<file path="config.mk">
export PLATFORM = sky130hd
export DESIGN_NAME = round_controller_flat
export DESIGN_NICKNAME = d
export VERILOG_FILES = /design/src/rtl/round_controller_if.sv /design/src/rtl/round_controller.sv /design/src/flat_wrapper.sv
export SDC_FILE = /design/constraint.sdc
export NUM_CORES = 1
export LEC_CHECK = 0
export BUFFER_PORTS_ARGS = -buffer_cell sky130_fd_sc_hd__buf_2
export CAP_MARGIN = 20
export CORE_ASPECT_RATIO = 2
export CORE_MARGIN = 4
export CORE_UTILIZATION = 30
export CTS_BUF_LIST = sky130_fd_sc_hd__clkbuf_16
export CTS_CLUSTER_DIAMETER = 40
export CTS_CLUSTER_SIZE = 10
export DETAILED_ROUTE_END_ITERATION = 8
export GPL_ROUTABILITY_DRIVEN = 0
export PLACE_DENSITY = 0.55
export SYNTH_ARGS = -nofsm -noshare
export SYNTH_HDL_FRONTEND = slang
export SYNTH_SLANG_ARGS = --single-unit
</file>
<file path="constraint.sdc">
create_clock -name clk -period 4.42 [get_ports clk]
set_input_delay 0.442 -clock clk [delete_from_list [all_inputs] [get_ports clk]]
set_output_delay 0.442 -clock clk [all_outputs]
set_load 0.05 [all_outputs]
</file>
<file path="src/rtl/round_controller_if.sv">
// Signal bundle between the round controller and the card datapath / player-facing logic.
// The controller drives through the master modport; the datapath and display side use the slave modport.
interface round_controller_if #(
    parameter int TIMER_W = 28,
    parameter int SCORE_W = 8
);
    logic               start;
    logic               key_right;
    logic               key_wrong;
    logic               expected_match;
    logic               card_advance;
    logic               answer_window;
    logic               answer_correct;
    logic               game_over;
    logic [SCORE_W-1:0] score;
    logic [SCORE_W-1:0] best_score;
    logic [TIMER_W-1:0] period;
    logic [2:0]         state;

    modport master (
        input  start, key_right, key_wrong, expected_match,
        output card_advance, answer_window, answer_correct, game_over,
        output score, best_score, period, state
    );

    modport slave (
        output start, key_right, key_wrong, expected_match,
        input  card_advance, answer_window, answer_correct, game_over,
        input  score, best_score, period, state
    );
endinterface

</file>
<file path="src/rtl/round_controller.sv">
// Memory-game round sequencer: card timing, answer window, judging, scoring and speed-up.
// Card cadence: one period of first-card display, then period+2 cycles per correctly answered card.
module round_controller #(
    parameter int TIMER_W         = 28,
    parameter int PERIOD_INIT     = 149999999,
    parameter int PERIOD_STEP     = 25000000,
    parameter int PERIOD_MIN      = 50000000,
    parameter int LEVEL_UP_STREAK = 4,
    parameter int SCORE_W         = 8
) (
    input  logic               clk,
    input  logic               reset,
    round_controller_if.master bus
);
    localparam int STREAK_W = $clog2(LEVEL_UP_STREAK + 1);
    localparam logic [TIMER_W:0] STEP_THRESH = (TIMER_W + 1)'(PERIOD_MIN + PERIOD_STEP);

    typedef enum logic [2:0] {
        IDLE       = 3'd0,
        SHOW_FIRST = 3'd1,
        ANSWER     = 3'd2,
        JUDGE      = 3'd3,
        CORRECT    = 3'd4,
        OVER       = 3'd5
    } state_t;

    state_t               state_reg, state_next;
    logic [TIMER_W-1:0]   timer_reg, timer_next;
    logic [TIMER_W-1:0]   period_reg, period_next;
    logic [SCORE_W-1:0]   score_reg, score_next;
    logic [SCORE_W-1:0]   best_reg, best_next;
    logic [STREAK_W-1:0]  streak_reg, streak_next;
    logic [STREAK_W-1:0]  streak_inc;
    logic                 ans_taken_reg, ans_taken_next;
    logic                 ans_value_reg, ans_value_next;
    logic                 ans_invalid_reg, ans_invalid_next;
    logic                 card_adv_reg, card_adv_next;
    logic                 start_prev_reg, right_prev_reg, wrong_prev_reg;

    logic start_edge, right_edge, wrong_edge;

    assign start_edge = bus.start     & ~start_prev_reg;
    assign right_edge = bus.key_right & ~right_prev_reg;
    assign wrong_edge = bus.key_wrong & ~wrong_prev_reg;
    assign streak_inc = streak_reg + 1'b1;

    always_ff @(posedge clk) begin
        if (reset) begin
            state_reg       <= IDLE;
            timer_reg       <= '0;
            period_reg      <= TIMER_W'(PERIOD_INIT);
            score_reg       <= '0;
            best_reg        <= '0;
            streak_reg      <= '0;
            ans_taken_reg   <= 1'b0;
            ans_value_reg   <= 1'b0;
            ans_invalid_reg <= 1'b0;
            card_adv_reg    <= 1'b0;
            // Inputs already high at reset release must not look like fresh presses.
            start_prev_reg  <= 1'b1;
            right_prev_reg  <= 1'b1;
            wrong_prev_reg  <= 1'b1;
        end else begin
            state_reg       <= state_next;
            timer_reg       <= timer_next;
            period_reg      <= period_next;
            score_reg       <= score_next;
            best_reg        <= best_next;
            streak_reg      <= streak_next;
            ans_taken_reg   <= ans_taken_next;
            ans_value_reg   <= ans_value_next;
            ans_invalid_reg <= ans_invalid_next;
            card_adv_reg    <= card_adv_next;
            start_prev_reg  <= bus.start;
            right_prev_reg  <= bus.key_right;
            wrong_prev_reg  <= bus.key_wrong;
        end
    end

    always_comb begin
        state_next       = state_reg;
        timer_next       = timer_reg;
        period_next      = period_reg;
        score_next       = score_reg;
        best_next        = best_reg;
        streak_next      = streak_reg;
        ans_taken_next   = ans_taken_reg;
        ans_value_next   = ans_value_reg;
        ans_invalid_next = ans_invalid_reg;
        card_adv_next    = 1'b0;

        case (state_reg)
            IDLE, OVER: begin
                if (start_edge) begin
                    period_next   = TIMER_W'(PERIOD_INIT);
                    score_next    = '0;
                    streak_next   = '0;
                    timer_next    = TIMER_W'(PERIOD_INIT - 1);
                    card_adv_next = 1'b1;
                    state_next    = SHOW_FIRST;
                end
            end

            SHOW_FIRST: begin
                if (timer_reg == '0) begin
                    timer_next       = period_reg - 1'b1;
                    ans_taken_next   = 1'b0;
                    ans_value_next   = 1'b0;
                    ans_invalid_next = 1'b0;
                    card_adv_next    = 1'b1;
                    state_next       = ANSWER;
                end else begin
                    timer_next = timer_reg - 1'b1;
                end
            end

            ANSWER: begin
                // Only the first press counts; the window always runs its full length.
                if (!ans_taken_reg && (right_edge || wrong_edge)) begin
                    ans_taken_next   = 1'b1;
                    ans_value_next   = right_edge;
                    ans_invalid_next = right_edge && wrong_edge;
                end
                if (timer_reg == '0) begin
                    state_next = JUDGE;
                end else begin
                    timer_next = timer_reg - 1'b1;
                end
            end

            JUDGE: begin
                if (ans_taken_reg && !ans_invalid_reg && (ans_value_reg == bus.expected_match)) begin
                    state_next = CORRECT;
                end else begin
                    if (score_reg > best_reg) begin
                        best_next = score_reg;
                    end
                    state_next = OVER;
                end
            end

            CORRECT: begin
                if (score_reg != '1) begin
                    score_next = score_reg + 1'b1;
                end
                if (streak_inc == STREAK_W'(LEVEL_UP_STREAK)) begin
                    streak_next = '0;
                    if ({1'b0, period_reg} >= STEP_THRESH) begin
                        period_next = period_reg - TIMER_W'(PERIOD_STEP);
                    end else begin
                        period_next = TIMER_W'(PERIOD_MIN);
                    end
                end else begin
                    streak_next = streak_inc;
                end
                timer_next       = period_next - 1'b1;
                ans_taken_next   = 1'b0;
                ans_value_next   = 1'b0;
                ans_invalid_next = 1'b0;
                card_adv_next    = 1'b1;
                state_next       = ANSWER;
            end

            default: begin
                state_next = IDLE;
            end
        endcase
    end

    assign bus.card_advance   = card_adv_reg;
    assign bus.answer_window  = (state_reg == ANSWER);
    assign bus.answer_correct = (state_reg == CORRECT);
    assign bus.game_over      = (state_reg == OVER);
    assign bus.score          = score_reg;
    assign bus.best_score     = best_reg;
    assign bus.period         = period_reg;
    assign bus.state          = state_reg;
endmodule
</file>
<file path="src/flat_wrapper.sv">
// flat-port wrapper written by rule: the top's interface ports become plain ports
module round_controller_flat 
#(
    parameter int TIMER_W         = 28,
    parameter int PERIOD_INIT     = 149999999,
    parameter int PERIOD_STEP     = 25000000,
    parameter int PERIOD_MIN      = 50000000,
    parameter int LEVEL_UP_STREAK = 4,
    parameter int SCORE_W         = 8
)
  (clk, reset, bus_start, bus_key_right, bus_key_wrong, bus_expected_match, bus_card_advance, bus_answer_window, bus_answer_correct, bus_game_over, bus_score, bus_best_score, bus_period, bus_state);
  round_controller_if #(.TIMER_W(TIMER_W), .SCORE_W(SCORE_W)) bus_i ();
  input  logic clk;
  input  logic reset;
  input wire logic [$bits(bus_i.start)-1:0] bus_start;
  input wire logic [$bits(bus_i.key_right)-1:0] bus_key_right;
  input wire logic [$bits(bus_i.key_wrong)-1:0] bus_key_wrong;
  input wire logic [$bits(bus_i.expected_match)-1:0] bus_expected_match;
  output wire logic [$bits(bus_i.card_advance)-1:0] bus_card_advance;
  output wire logic [$bits(bus_i.answer_window)-1:0] bus_answer_window;
  output wire logic [$bits(bus_i.answer_correct)-1:0] bus_answer_correct;
  output wire logic [$bits(bus_i.game_over)-1:0] bus_game_over;
  output wire logic [$bits(bus_i.score)-1:0] bus_score;
  output wire logic [$bits(bus_i.best_score)-1:0] bus_best_score;
  output wire logic [$bits(bus_i.period)-1:0] bus_period;
  output wire logic [$bits(bus_i.state)-1:0] bus_state;
  assign bus_i.start = bus_start;
  assign bus_i.key_right = bus_key_right;
  assign bus_i.key_wrong = bus_key_wrong;
  assign bus_i.expected_match = bus_expected_match;
  assign bus_card_advance = bus_i.card_advance;
  assign bus_answer_window = bus_i.answer_window;
  assign bus_answer_correct = bus_i.answer_correct;
  assign bus_game_over = bus_i.game_over;
  assign bus_score = bus_i.score;
  assign bus_best_score = bus_i.best_score;
  assign bus_period = bus_i.period;
  assign bus_state = bus_i.state;
  round_controller #(.TIMER_W(TIMER_W), .PERIOD_INIT(PERIOD_INIT), .PERIOD_STEP(PERIOD_STEP), .PERIOD_MIN(PERIOD_MIN), .LEVEL_UP_STREAK(LEVEL_UP_STREAK), .SCORE_W(SCORE_W)) u_core (.clk(clk), .reset(reset), .bus(bus_i));
endmodule
</file>
Word level (Yosys, flattened, before mapping)

Cells that the tools add are included.

Register bits: 85
Bits of input ports: 6
Output and inout bits: 51
Logic and storage cells: 91

Add/sub/neg operators: 6
$lt $le $gt $ge: 2
Equal/unequal tests: 14
Mux-type cells: 30
Bitwise gates (word level): 7
Reductions and logical operators: 19

Operator list:

| kind                   | number |
|---|---|
| $mux 28                | 7 |
| $pmux 28 s4            | 1 |
| $sub 28x1->28 const B  | 3 |
| $pmux 28 s2            | 1 |
| $ge 28x27->1 const B   | 1 |
| $logic_not 28->1       | 1 |
| $sub 28x25->28 const B | 1 |
| $mux 8                 | 2 |
| $pmux 8 s2             | 1 |
| $mux 3                 | 5 |
| $pmux 3 s5             | 1 |
| $reduce_and 3->1       | 5 |
| $pmux 1 s3             | 4 |
| $ne 2x1->1 const B     | 5 |
| $eq 3x3->1 const B     | 3 |
| $add 8x1->8 const B    | 1 |
| $gt 8x8->1             | 1 |
| $ne 8x8->1 const B     | 1 |
| $mux 1                 | 7 |
| $eq 3x2->1 const B     | 2 |
| $pmux 3 s2             | 1 |
| $logic_and 1x1->1      | 4 |
| $not 1->1              | 4 |
| $reduce_bool 4->1      | 1 |
| other kinds (12)       | 15 |

Depth between registers and ports, before layout

Gate-level depths: netlist (run 1).

Depth in word-level cells: 6
Mapped depth: 14

Least setup slack after synthesis (run 1)

Ideal clock, no wire load.

Kind: reg-to-reg
Start: register u_core.period_reg[23] (netlist: u_core.bus.period[23])
End: register u_core.timer_reg[20]
Library setup time: 0.120 ns
Arrival time: 3.823 ns
Setup slack: 0.477 ns
Stages on the path, launching flop included: 14
Buffers on the path: 1
Clock period less this slack: 3.943 ns
Path through: dfxtp_1 clkbuf_1 or3_1 a21o_2 a311o_2 nand2_1 ha_1 nand2_1 or2_2 a2111oi_0 nand4_1 or2_2 o211ai_1 a21oi_1

Longest elaborated chain between the ends: 6

RTL lines:

| what                   | line                    | source |
|---|---|---|
| from (decl)            | round_controller.sv:29  | `logic [TIMER_W-1:0] period_reg, period_next;` |
| from (signal assigned) | round_controller.sv:51  | `period_reg <= TIMER_W'(PERIOD_INIT);` |
| from (signal assigned) | round_controller.sv:66  | `period_reg <= period_next;` |
| $ge 28x27->1           | round_controller.sv:148 | `if ({1'b0, period_reg} >= STEP_THRESH) begin` |
| $mux 28                | round_controller.sv:148 |  |
| $mux 28                | round_controller.sv:146 | `if (streak_inc == STREAK_W'(LEVEL_UP_STREAK)) begin` |
| $mux 28                | round_controller.sv:92  | `case (state_reg)` |
| $sub 28x1->28          | round_controller.sv:156 | `timer_next = period_next - 1'b1;` |
| $pmux 28 s4            | round_controller.sv:92  |  |
| to (signal assigned)   | round_controller.sv:65  | `timer_reg <= timer_next;` |
| to (decl)              | round_controller.sv:28  | `logic [TIMER_W-1:0] timer_reg, timer_next;` |

Every way passes these cells. The select of a mux whose other input is x is not followed.
A chain may end at the register's enable or synchronous reset.

Final worst setup path (run 1)

Start: register u_core.period_reg[25] (netlist: u_core.bus.period[25])
End: register u_core.timer_reg[22]

The elaborated chain is that of the path after synthesis.

==> results of run 1 <==
## cell type report
class                           count  share of cell area, %
Inverter                           33                   1.62
Clock inverter                      7                   1.08
Sequential cell                    85                   22.2
Clock buffer                        9                   2.94
Timing Repair Buffer               92                   7.18
Tap cell                          276                   4.50
Multi-Input combinational cell    736                   60.5
## report_power, final
group / leakage (nW) / total [mW] / switching [mW] / internal, mW
clock: 0.151 / 0.831 / 0.382 / 0.449
sequential: 0.690 / 0.827 / 0.0357 / 0.792
combinational: 1.92 / 0.360 / 0.224 / 0.136
total: 2.77 / 2.02 / 0.641 / 1.38
## metal layers
metal / wire (µm) / track usage [%] / vias to the layer above
met5: 0 / 0 / -
met4: 1350 / 11.5 / 0
met3: 953 / 2.57 / 74
met2: 13000 / 36.9 / 252
met1: 9080 / 20.0 / 3380
li1: - / - / 3421
## layout by cell type, fill, tap and decap left out, types with 10 or more instances in the layout
cell type,count
mux2i_1,10
nor4_1,16
inv_1,33
xor2_1,23
o31ai_1,10
nand4_1,14
o21ai_0,62
xnor2_1,41
or4_1,10
nand3_1,31
nor2_1,99
nor3_1,39
ha_1,17
buf_2,56
nand2_1,89
or3_1,18
dfxtp_1,85
or2_2,10
a21oi_1,70
buf_4,36
o22ai_1,13
## worst max path at each step
| stage | start | end | slack, ns | depth (start not counted) |
|---|---|---|---|---|
| floorplan | u_core.bus.period[23] | u_core.timer_reg[20] | 0.48 | 13 |
| CTS | u_core.streak_reg[0] | u_core.timer_reg[22] | 0.33 | 14 |
| detailed placement | u_core.streak_reg[0] | u_core.timer_reg[22] | 0.34 | 14 |
| global route | u_core.bus.period[25] | u_core.timer_reg[22] | 0.06 | 13 |
| global placement | u_core.streak_reg[0] | u_core.timer_reg[22] | 0.39 | 14 |
| finish | u_core.bus.period[25] | u_core.timer_reg[22] | 0.40 | 13 |
## cell usage after synthesis, types with 7 or more instances
cell,n
nor2_1,99
nand2_1,89
dfxtp_1,85
a21oi_1,71
o21ai_0,62
xnor2_1,41
clkbuf_1,40
nor3_1,40
inv_1,33
nand3_1,31
xor2_1,23
ha_1,18
or3_1,18
nor4_1,16
nand4_1,14
o22ai_1,13
mux2i_1,10
o31ai_1,10
or2_2,10
or4_1,10
and2_1,9
and3_1,9
o211ai_1,9
nand2b_1,8
a211oi_1,7
a31oi_1,7
## kinds of logic after synthesis
kind of cell / synth area share [%]
adder cells (fa/ha/maj): 3.33
flip-flops: 25.1
buffers and inverters: 6.71
AO/OA/AOI/OAI: 25.0
XOR/XNOR: 8.28
AND/OR/NAND/NOR: 29.7
multiplexers: 1.81
## timing repair
action / in CTS / in global routing
hold buffers: 0 / 0
setup endpoints to repair: 0 / 2
gates resized for setup: 0 / 2
==> results.md, run 1 <==
* Status: complete, no violations
* CP Capture Type: flip-flop
* Endpoint, Worst Hold: u_core.wrong_prev_reg
* Vias at between 7000 and 8000
* Final WL at roughly 24000 µm
* R2r worst-path depth at 13
* R2R Setup Slk at between 0.4 and 0.5 ns
* HPWL after detailed placement at between 15000 and 20000 µm
* Die W at between 100 and 150 µm
* Delay-heaviest family, CP: simple AND/OR/NAND/NOR gates
* Max FO, Critical Path at 8
* Worst hold start: bus_key_wrong
* Non-filler cells, final at 1238
* IO Port Bufs at 56
* Initial DRC count at just over 600
* Initial antenna violation count at 0
* WP buf/inv at 1
* Final-report hold violation count at 0
* First-pass GRT wire length at roughly 38000 µm
* Worst-Skew Late Latency at 0.37 ns
* R2R Path Start: u_core.bus.period[25]
* Critical-path top delay cell: a311o_2
* Area of the multi-input gates at between 4000 and 5000 µm²
* Tcrit/Tclk final at between 90% and 100%
* CTS tree: done
* # IOs at 57
* Routed WL per cell at 19.7 µm
* Worst Path Required at around 4.7 ns
* Maximum vdd drop at approximately 190 µV
* CP peak stage delay at roughly 0.48 ns
* Clk sinks at 85
* RSZ-0062 raised after global routing: no
* Critical path, cell by cell: or3_1 > a21o_2 > a311o_2 > nand2_1 > ha_1 > nand2_1 > or2_2 > a2111oi_0 > buf_4 > nand4_1 > nor4_1 > mux2i_1 > o31ai_1
* Post-synth top area share at ~25%
* Minimum clock period at around 4.0 ns
* Overflow after GRT at 0
* DRT antenna net count at 0
* Max Root-Sink Buffers at 2
* Number of flops mapped to enable cells by yosys at 0
* Crit path top cell by count: nand2_1
* Clk pin slew, worst setup/hold paths at 0.07 ns
* Largest net degree at the start of global routing at 55
* Worst slew margin at around 40%
* Pwr Density at around 260 nW/µm²
* Static Leakage at ~2.8 nW
* Register area at 1700 µm²
* Hold slack at around 0.27 ns
* Layout Nets at between 900 and 1000
* H-tree depth at 3
* Worst-Margin Slew at 0.883 ns
* Mapped Avg Cell Area at approximately 7.4 µm²
* Top cells by area, synth: dfxtp_1 (25%), nor2_1 (5.5%), xnor2_1 (5.3%), a21oi_1 (5.2%), nand2_1 (4.9%)
* Fill cells at roughly 2400
* Residual DRC at 0
* Num rows at 77
* Vias in the first global route at just under 7000
* Layout cells sized above 1 at about 16%
* GRT Util Overall at about a fifth
* Startpoint types: flip-flop
* Mapped cell area at 6770 µm²
* Initial core utilization at between 30% and 40%
* Ys Warns at 0
* Hold Path Stages at 2
* Slew Viols, Final at 0
* Total Power at slightly above 2 mW
* Final setup viols at 0
* Place WS at roughly 0.34 ns
* Synth area leader: dfxtp_1
* Final WS setup at slightly above 0.4 ns
* Root Driver: clkbuf_16
* Syn Inst Count at about 920
* Top FF cell, synth: dfxtp_1
* Mapped Nets at 940
* Post-synth ARST share at 0%
* Area after DPL at 7350 µm²
* Core area at around 22000 µm²
* Layout area overhead at 13.3%
* Antenna Cells at 0
* MaxCap Viol Count at 0
* Setup TNS at 0 ns
* Critical R2R Capture: u_core.timer_reg[22]
* DIE HEIGHT at around 220 µm
* First-pass DRT Iterations at 6
* Number of distinct library cells after synthesis at 86
* Worst min path class: primary input to flip-flop
* Post-synthesis sequential area ratio at between 20% and 30%
* Final Skew at around 0.01 ns
* Fmax at approximately 250 MHz
* Design area at around 7700 µm²
* Die area at 25200 µm²
* CTS buffer count at 9
* WP data arrival at 4.25 ns
* Synthesized flop and latch total at 85
* Vias per cell at 5.76
* Crit path kind: flip-flop to flip-flop
* DP Cell Count at roughly 1200
* Post-CTS setup buffers at 0
* Fin util at between 30% and 40%
(Power assumes the default switching activity.)
==> run 2, diff against run 1 <==
Settings changed: ABC_AREA set to 1.
==> results.md, run 2 <==
* Status: complete, no violations (unchanged)
* Worst Path Required at 4.71 ns (was 4.65 ns)
* Psw at 1.49 mW (was 0.641 mW)
* Top cells by area, synth: dfxtp_1 (26%), nand2_1 (15%), nor2_1 (7.9%), nand3_1 (7.2%), inv_1 (6.7%) (was dfxtp_1 (25%), nor2_1 (5.5%), xnor2_1 (5.3%), a21oi_1 (5.2%), nand2_1 (4.9%))
* Initial core utilization at 30.5% (about the same)
* Post-synth top area share at 25.8% (was 25.1%)
* Worst hold start: bus_start (was bus_key_wrong)
* GRT Util Overall at 20.7% (was 19.5%)
* First-pass DRT Iterations at 5 (was 6)
* Clk sinks at 85 (unchanged)
* Fmax at 320 MHz (was 249 MHz)
* Ys Warns at 0 (unchanged)
* H-tree depth at 3 (unchanged)
* Endpoint, Worst Hold: u_core.start_prev_reg (was u_core.wrong_prev_reg)
* Fill cells at 2447 (was 2419)
* IO Port Bufs at 56 (unchanged)
* Worst min path class: primary input to flip-flop (unchanged)
* Comb pwr share at 45.2% (was 17.8%)
* CTS tree: done (unchanged)
* Post-cts sizing count at 0 (unchanged)
* Layout cells sized above 1 at 11.0% (was 15.9%)
* M1 GR Usage at 19.4% (was 20.0%)
* Most common cell after layout, fill and taps aside: nand2_1 (was nor2_1)
* Layout Nets at 1147 (was 981)
* First-pass GRT wire length at 39400 µm (was 38200 µm)
* Synthesized flop and latch total at 85 (unchanged)
* GR peak layer: met2 (unchanged)
* Switching share of total power at 47.5% (was 31.8%)
* DRT antenna net count at 0 (unchanged)
* Post-CTS setup buffers at 0 (unchanged)
* Post-synthesis sequential area ratio at 25.8% (was 25.1%)
* Number of flops mapped to enable cells by yosys at 0 (unchanged)
* R2R Path Start: u_core.bus.period[21] (was u_core.bus.period[25])
* Hold buffer count at cts at 0 (unchanged)
* Final-report hold violation count at 0 (unchanged)
* Core area at 21600 µm² (was 22200 µm²)
* CTS buffer count at 9 (unchanged)
* Vias at 7329 (was 7127)
* Routed WL per cell at 18.0 µm (was 19.7 µm)
* Clk pin slew, worst setup/hold paths at 0.07 ns (about the same)
* Synth area leader: dfxtp_1 (unchanged)
* Leading cell types in the layout, fill and taps excluded: nand2_1 (263), nor2_1 (139), inv_1 (118) (was nor2_1 (99), nand2_1 (89), dfxtp_1 (85))
* Residual DRC at 0 (unchanged)
* Syn Inst Count at 1084 (was 916)
* Die W at 113 µm (was 114 µm)
* Layout area overhead at 12.0% (was 13.3%)
* Vias in the first global route at 7361 (was 6913)
* Int Power at 1.65 mW (was 1.38 mW)
* Num rows at 76 (was 77)
* Max Root-Sink Buffers at 2 (unchanged)
* Mapped Nets at 1108 (was 940)
* Worst slew margin at 47.7% (was 40.4%)
* Root Driver: clkbuf_16 (unchanged)
* Post-synth ARST share at 0% (unchanged)
* Max FO, Critical Path at 22 (was 8)
* Critical R2R Capture: u_core.timer_reg[25] (was u_core.timer_reg[22])
* Vias per cell at 5.23 (was 5.76)
* DIE HEIGHT at 218 µm (was 220 µm)
* Met2 Use GR at 39.8% (was 36.9%)
* Minimum clock period at 3.12 ns (was 4.02 ns)
* Maximum vdd drop at 241 µV (was 193 µV)
* Setup TNS at 0 ns (unchanged)
* R2r worst-path depth at 15 (was 13)
* HPWL after detailed placement at 19700 µm (was 18100 µm)
* Number of distinct library cells after synthesis at 46 (was 86)
* Die area at 24500 µm² (was 25200 µm²)
* Static Leakage at 3.30 nW (was 2.77 nW)
* Flop pwr share at 30.3% (was 41.0%)
* RSZ-0062 raised after global routing: no (unchanged)
* # IOs at 57 (unchanged)
* Worst-Margin Slew at 0.784 ns (was 0.883 ns)
* Final setup viols at 0 (unchanged)
* Top cells by count, synth: nand2_1 (263), nor2_1 (139), inv_1 (118), nand3_1 (95), dfxtp_1 (85) (was nor2_1 (99), nand2_1 (89), dfxtp_1 (85), a21oi_1 (71), o21ai_0 (62))
* Initial antenna violation count at 0 (unchanged)
* Met3 usage at 3.05% (was 2.57%)
* Hold Path Stages at 3 (was 2)
* Worst-Skew Late Latency at 0.37 ns (about the same)
* Largest net degree at the start of global routing at 40 (was 55)
* Overflow after GRT at 0 (unchanged)
* Mapped Avg Cell Area at 6.08 µm² (was 7.39 µm²)
* Slew Viols, Final at 0 (unchanged)
* Clock Power Share at 24.6% (was 41.2%)
* Pwr Density at 425 nW/µm² (was 263 nW/µm²)
* Final WL at 25200 µm (was 24400 µm)
* CP Capture Type: flip-flop (unchanged)
* Top FF cell, synth: dfxtp_1 (unchanged)
* MaxCap Viol Count at 0 (unchanged)
* R2R Setup Slk at 1.30 ns (was 0.40 ns)
* Startpoint types: flip-flop (unchanged)
* WP data arrival at 3.42 ns (was 4.25 ns)
* Crit path kind: flip-flop to flip-flop (unchanged)
* Initial DRC count at 483 (was 615)
* Top-count cell post-synth: nand2_1 (was nor2_1)
* Antenna Cells at 0 (unchanged)
* Tcrit/Tclk final at 70.7% (was 90.9%)
* Final Skew at 0.0120 ns (was 0.00987 ns)
* Total Power at 3.13 mW (was 2.02 mW)
* Mapped cell area at 6590 µm² (was 6770 µm²)
==> run 2: cells by family after synthesis <==
logic type                 after synthesis  synth area share [%]
adders and majority gates               18                  3.42
DFF                                     85                  25.8
buffers and inverters                  170                  10.4
xor gates and xnor gates                47                  6.25
AOI/OAI and AO/OA                      190                  16.3
and+or+nand+nor                        574                  37.8
==> run 2: final cells by class <==
type | count | area [µm²] | area share (%)
Multi-Input combinational cell | 829 | 4200 | 56.9
Sequential cell | 85 | 1700 | 23.1
Inverter | 131 | 492 | 6.66
Timing Repair Buffer | 67 | 363 | 4.92
Tap cell | 273 | 342 | 4.63
Clock buffer | 9 | 225 | 3.05
Clock inverter | 7 | 55.1 | 0.746
==> run 2: worst max-delay path: stages, from the launching register on <==
cell	delay [ns]
dfxtp_1	0.58
nand4_1	0.20
nor2_2	0.25
nand3_2	0.14
nand4_2	0.30
buf_4	0.32
nand2_1	0.19
nor2_1	0.19
nand2_1	0.11
nor2_1	0.22
nand3_1	0.11
nand2_1	0.08
nand3_1	0.07
nand2_1	0.08
nand2_1	0.04
a21oi_1	0.14
==> run 2: layer usage <==
metal,part of all wire [%],wire (µm)
met5,0,0
met1,35,8820
met4,6.9,1740
met2,55,13800
met3,3.4,850
==> run 2: power by group through the flow <==
stage | Sequential [mW] | Combinational (mW) | Clock, mW
2_1_floorplan | 1.00 | 0.947 | 0
3_3_place_gp | 0.961 | 1.41 | 0
3_5_place_dp | 0.963 | 1.41 | 0
4_1_cts | 0.945 | 1.41 | 0.793
5_1_grt | 0.959 | 1.56 | 0.806
6_report | 0.948 | 1.42 | 0.769
==> run 2: worst max-delay path by stage <==
stage / from / to / slack, ns / cells after the start
detailed placement: u_core.bus.period[21] / u_core.timer_reg[25] / 1.34 / 15
finish: u_core.bus.period[21] / u_core.timer_reg[25] / 1.30 / 15
CTS: u_core.bus.period[21] / u_core.timer_reg[25] / 1.31 / 15
global placement: u_core.bus.period[21] / u_core.timer_reg[19] / 1.32 / 16
global route: u_core.bus.period[13] / u_core.timer_reg[19] / 0.92 / 18
floorplan: u_core.bus.state[2] / u_core.timer_reg[15] / 1.47 / 9
==> run 2: through the flow <==
stage / area (µm²) / worst slack (ns) / hold slack (ns) / cells / util [%]
6_report: 7380 / 1.30 / 0.288 / 1401 / 34.2
5_1_grt: 7380 / 0.922 / 0.310 / 1401 / 34.2
2_1_floorplan: 6590 / 1.47 / 0.433 / 1084 / -
3_5_place_dp: 7100 / 1.34 / 0.460 / 1385 / 32.9
4_1_cts: 7380 / 1.31 / 0.276 / 1401 / 34.2
3_3_place_gp: 7100 / 1.32 / 0.454 / 1385 / 32.9
